<file path="src/rtl/cpu_sram_like_bridge.sv">
// cpu_sram_like_bridge: converts a CPU's stall-style memory port into a
// variable-latency sram-like bus master. At most one live access is in
// progress at a time. Accesses abandoned by a flush are left in flight and
// their responses are dropped when they return.
module cpu_sram_like_bridge #(
  parameter  int ADDR_W  = 32,
  parameter  int DATA_W  = 32,
  parameter  int MAX_OUT = 2,
  localparam int STRB_W  = DATA_W / 8
) (
  input  logic              clk_i,
  input  logic              resetn_i,
  // CPU side
  input  logic              cpu_req_i,
  input  logic              cpu_wr_i,
  input  logic [1:0]        cpu_size_i,
  input  logic [ADDR_W-1:0] cpu_addr_i,
  input  logic [DATA_W-1:0] cpu_wdata_i,
  input  logic [STRB_W-1:0] cpu_wstrb_i,
  input  logic              cpu_flush_i,
  output logic [DATA_W-1:0] cpu_rdata_o,
  output logic              cpu_stall_o,
  // bus side
  output logic              req_o,
  output logic              wr_o,
  output logic [1:0]        size_o,
  output logic [ADDR_W-1:0] addr_o,
  output logic [DATA_W-1:0] wdata_o,
  output logic [STRB_W-1:0] wstrb_o,
  input  logic              addr_ok_i,
  input  logic              data_ok_i,
  input  logic [DATA_W-1:0] rdata_i,
  output logic              proto_err_o
);

  localparam int CNT_W = $clog2(MAX_OUT + 1);

  typedef enum logic [1:0] {IDLE, REQ, WAIT, RESP} state_e;

  state_e              state_q;
  logic                req_q, wr_q, kill_q, proto_err_q;
  logic [1:0]          size_q;
  logic [ADDR_W-1:0]   addr_q;
  logic [DATA_W-1:0]   wdata_q, cpu_rdata_q;
  logic [STRB_W-1:0]   wstrb_q;
  logic [CNT_W-1:0]    out_cnt_q, out_cnt_d;
  logic [CNT_W-1:0]    disc_cnt_q, disc_cnt_d;

  logic acc, rsp, drop, live, can_issue, disc_inc;

  // Bus events this cycle. A response with nothing outstanding is a protocol
  // error and is otherwise ignored; a response with discards pending is
  // always the oldest flushed transaction, since the bus answers in order.
  assign acc       = req_q & addr_ok_i;
  assign rsp       = data_ok_i & (out_cnt_q != '0);
  assign drop      = rsp & (disc_cnt_q != '0);
  assign live      = rsp & ~drop & (state_q == WAIT);
  assign can_issue = cpu_req_i & ~cpu_flush_i & (out_cnt_q < CNT_W'(MAX_OUT));

  // Which flushes turn an accepted transaction into one to discard.
  always_comb begin
    disc_inc = 1'b0;
    case (state_q)
      REQ:     disc_inc = acc & (kill_q | cpu_flush_i);
      // A stale drop in the same cycle does not answer the live access,
      // so a flush still has to mark it for discard.
      WAIT:    disc_inc = cpu_flush_i & ~live;
      default: disc_inc = 1'b0;
    endcase
  end

  assign out_cnt_d  = out_cnt_q + CNT_W'(acc) - CNT_W'(rsp);
  assign disc_cnt_d = disc_cnt_q + CNT_W'(disc_inc) - CNT_W'(drop);

  // Outstanding/discard counters and the sticky protocol error flag.
  always_ff @(posedge clk_i) begin
    if (!resetn_i) begin
      out_cnt_q   <= '0;
      disc_cnt_q  <= '0;
      proto_err_q <= 1'b0;
    end else begin
      out_cnt_q  <= out_cnt_d;
      disc_cnt_q <= disc_cnt_d;
      if (data_ok_i && out_cnt_q == '0)
        proto_err_q <= 1'b1;
    end
  end

  // Access FSM; bus fields are captured on issue and stay put until the next.
  always_ff @(posedge clk_i) begin
    if (!resetn_i) begin
      state_q     <= IDLE;
      req_q       <= 1'b0;
      wr_q        <= 1'b0;
      size_q      <= '0;
      addr_q      <= '0;
      wdata_q     <= '0;
      wstrb_q     <= '0;
      kill_q      <= 1'b0;
      cpu_rdata_q <= '0;
    end else begin
      case (state_q)
        IDLE: begin
          if (can_issue) begin
            req_q   <= 1'b1;
            wr_q    <= cpu_wr_i;
            size_q  <= cpu_size_i;
            addr_q  <= cpu_addr_i;
            wdata_q <= cpu_wdata_i;
            wstrb_q <= cpu_wstrb_i;
            kill_q  <= 1'b0;
            state_q <= REQ;
          end
        end
        REQ: begin
          // req may not be withdrawn, so a flush here only arms kill.
          if (addr_ok_i) begin
            req_q   <= 1'b0;
            kill_q  <= 1'b0;
            state_q <= (kill_q || cpu_flush_i) ? IDLE : WAIT;
          end else if (cpu_flush_i) begin
            kill_q <= 1'b1;
          end
        end
        WAIT: begin
          if (live) begin
            if (cpu_flush_i) begin
              state_q <= IDLE;
            end else begin
              if (!wr_q) cpu_rdata_q <= rdata_i;
              state_q <= RESP;
            end
          end else if (cpu_flush_i) begin
            state_q <= IDLE;
          end
        end
        RESP:    state_q <= IDLE;
        default: state_q <= IDLE;
      endcase
    end
  end

  assign cpu_stall_o = cpu_req_i & (state_q != RESP);
  assign cpu_rdata_o = cpu_rdata_q;
  assign req_o       = req_q;
  assign wr_o        = wr_q;
  assign size_o      = size_q;
  assign addr_o      = addr_q;
  assign wdata_o     = wdata_q;
  assign wstrb_o     = wstrb_q;
  assign proto_err_o = proto_err_q;

endmodule
</file>
<file path="config.mk">
export PLATFORM = sky130hd
export DESIGN_NAME = cpu_sram_like_bridge
export DESIGN_NICKNAME = d
export VERILOG_FILES = /design/src/rtl/cpu_sram_like_bridge.sv
export SDC_FILE = /design/constraint.sdc
export NUM_CORES = 1
export LEC_CHECK = 0
export BUFFER_PORTS_ARGS = -buffer_cell sky130_fd_sc_hd__buf_2
export CAP_MARGIN = 30
export CORE_AREA = 5 5 100 102
export DETAILED_ROUTE_END_ITERATION = 10
export DIE_AREA = 0 0 105 107
export PLACE_DENSITY = 0.88
export SETUP_SLACK_MARGIN = 0.4
export SYNTH_ARGS = -nofsm -noshare
export SYNTH_HDL_FRONTEND = slang
export SYNTH_SLANG_ARGS = --single-unit
</file>
<file path="constraint.sdc">
create_clock -name clk_i -period 3.9 [get_ports clk_i]
set_input_delay 0.39 -clock clk_i [delete_from_list [all_inputs] [get_ports clk_i]]
set_output_delay 0.39 -clock clk_i [all_outputs]
set_load 0.01 [all_outputs]
</file>
==> results list <==
- The flow ran to the end, and the final reports show no timing, DRC or antenna violations.
- Dividing the detail-routed via count by the number of cells gives 4.97.
- Row cnt: 35
* Count of buffers added by post-CTS timing repair for setup: 0
- The top cell type by area accounts for 51.8% of the synthesized area.
- Max-cap viol count: 0
- Synthesis produced a netlist with a net count of 633.
- Clk sink count: 112
- Summing all placed instances gives a cell area of 0.00542 mm².
- Once the floorplan was initialized, standard cells occupied 48.0% of the core.
- Global routing finished with a remaining overflow of 0.
- I/O pin cnt: 215
- After synthesis, the cell types taking the most area are sky130_fd_sc_hd__dfxtp_1 (52%), sky130_fd_sc_hd__nand2_1 (16%), sky130_fd_sc_hd__a21boi_0 (12%).
* Total number of H-tree levels: 3
* Pins over their slew limit: 0
- Yosys printed 0 warnings.
- STA classifies the critical path startpoint as a flip-flop.
- Pin count of the biggest net entering global routing: 101
* Clock skew: 0.0168 ns
- Areal power density over the cells: 434 mW/mm²
* Most common cell after layout, fill and taps aside: sky130_fd_sc_hd__buf_2
* RD Place Congestion: 0.912
- 0 antenna diodes ended up in the layout.
* Worst slew margin relative to its limit: 36.3%
- The die is 105 µm wide.
- Cell at the root of the clock tree: sky130_fd_sc_hd__clkbuf_8
- For this run, the register share of the synthesized area comes to 51.8%.
- Summed over all layers, the routed wires come to 11.2 mm.
- Leakage: 2.61 nW
* Depth of the worst register-to-register path: 6
- Unrepaired setup endpoints after global routing: no
* Synth-to-layout area growth: 29.5%
- Cells with a size suffix above 1 make up 33.4% of the layout.
* Worst hold path type: in2reg
- In the layout the commonest cells are sky130_fd_sc_hd__buf_2 (213), sky130_fd_sc_hd__nand2_1 (180), sky130_fd_sc_hd__dfxtp_1 (112).
- Once layout is done, the placed cells without fillers occupy 0.00560 mm².
- Measured along the y axis, the die boundary spans 107 µm.
* Final Power: 2.43 mW
- Final count of hold timing violations: 0
* Syn_area_per_cell: 8.40 µm²
- Reg clk slew, reported paths: 0.11 ns
* Net count of the finished layout: 825
- FILL cells: 797
- Setup violations remaining at the end of the flow were counted as 0.
- Routed wirelength normalized by instance count: 13.6 µm
* DRC violation total after the first TritonRoute iteration: 207
* Estimated wirelength of the detail-placed design: 8.35 mm
* Vias in the first global route: 3934
- Along the worst path, the maximum fanout reaches 52.
- The detail route stage leaves a number of antenna-violating nets equal to 0.
* Data required time of the worst path: 4.17 ns
- Global routing consumed, over all layers together, 18.8% of the routing resources.
- The floorplan step defined a core boundary enclosing 0.00902 mm².
- Multi-input logic area: 0.00192 mm²
- Summing all flip-flop and latch instances after layout gives 0.00224 mm².
* Final total negative setup slack: 0 ns
- Buffers inserted to repair hold after CTS numbered 0.
- Synth area leader: sky130_fd_sc_hd__dfxtp_1
* Final cycle utilization of the critical path: 57.8%
- Remaining design rule violation count: 0
* Max Freq: 444 MHz
- IR analysis of the VDD net gives a maximum drop of 0.000323 V.
* Critical path start-end classification: reg2reg
- In this run, post-CTS repair resized a total of 0 instances.
* Total of buffers placed on input and output ports: 214
* CTS tree: built
- Length of the first detailed-routing pass in iterations: 4
- Initial antenna violation count: 0
- Number of CTS-inserted buffers: 9
* Number of distinct standard cells referenced by the synthesized netlist: 29
- In this run the deepest clock path goes through 2 buffers.
- The cell count after synthesis came out at 515.
- The first global-routing pass estimated 17.9 mm of wire.
* Die area: 0.0112 mm²
- For the finished layout, the period the worst path requires is 2.25 ns.
* Slew at the pin closest to its max-slew limit: 0.955 ns
- For this block, the via count after detailed routing is 4089.
- Mapped cell area: 0.00433 mm²
- #FFs+latches synth: 112
* Clock latency of the later-clocked register in the worst-skew pair: 0.35 ns
- At the worst endpoint, the arrival time is 2.52 ns.
* WHS Path Cells: 3
- STA classifies the critical path endpoint as a flip-flop.
[state kept, by name, indices dropped and copies added, names as in the netlist, 2 cells and up]
name         count
cpu_rdata_o     32
size_o           2
addr_o          32
wdata_o         32
state_q          2
disc_cnt_q       2
wstrb_o          4
out_cnt_q        2
[where the power goes]
part	internal [mW]	leakage [nW]	switching (mW)
clock	0.246	0.0877	0.390
sequential	1.23	0.910	0.0579
combinational	0.206	1.61	0.296
total	1.69	2.61	0.744
[Yosys cell counts, drive strengths merged]
master  instances
o21ai          34
and2            5
a21boi         72
buf            14
a21oi           2
o22ai           1
dfxtp         112
clkbuf         23
ha              9
nor2b           4
or4b            1
nand2b          1
inv             5
o21a            2
nand2         181
a32oi           1
nand3          32
nand4b          1
o21bai          1
nor2            4
o211ai          1
o2111a          1
nor3b           1
o31a            1
a31o            1
xnor2           4
o31ai           1
[area by class of cell]
class                           count  share of cell area [%]
Clock buffer                       11                    2.34
Timing Repair Buffer              218                    19.7
Multi-Input combinational cell    361                    34.2
Inverter                            5                   0.335
Tap cell                          111                    2.48
Clock inverter                      5                   0.893
Sequential cell                   112                    40.0
[worst max-delay path, stage by stage, from the launching register on]
cell and delay (ns):
sky130_fd_sc_hd__dfxtp_1 0.35, sky130_fd_sc_hd__inv_1 0.12, sky130_fd_sc_hd__ha_1 0.25, sky130_fd_sc_hd__and2_2 0.79, sky130_fd_sc_hd__buf_4 0.39, sky130_fd_sc_hd__nand2_1 0.09, sky130_fd_sc_hd__a21boi_0 0.16
[routing by layer]
layer	vias to the layer above	part of all wire (%)	global-route usage (%)
li1	2070	-	-
met1	1847	40	21.3
met2	146	51	34.0
met3	26	7.0	4.21
met4	0	2.3	7.85
met5	-	0	0
[kinds of logic after synthesis]
group	after synthesis	synth area share (%)
xor+xnor	4	0.809
buf+inv	42	3.96
flops	112	51.8
fa+ha+maj	9	2.60
compound gates	118	18.6
simple gates	230	22.2
[per-stage QoR]
| stage | cells | setup WS (ns) | hold slack [ns] | utilization [%] |
|---|---|---|---|---|
| 2_1_floorplan | 515 | 2.02 | 0.481 | - |
| 3_3_place_gp | 807 | 1.65 | 0.447 | 60.1 |
| 3_5_place_dp | 807 | 1.53 | 0.456 | 60.1 |
| 4_1_cts | 823 | 1.63 | 0.241 | 62.1 |
| 5_1_grt | 823 | 1.43 | 0.247 | 62.1 |
| 6_report | 823 | 1.65 | 0.261 | 62.1 |
[worst paths after layout]
path	end	slack, ns	from
min	cpu_rdata_o[19]	0.26	rdata_i[19]
min reg2reg	wdata_o[1]	0.47	wdata_o[1]
max	addr_o[24]	1.65	state_q[0]
max reg2reg	addr_o[24]	1.65	state_q[0]
(Power assumes the default switching activity.)
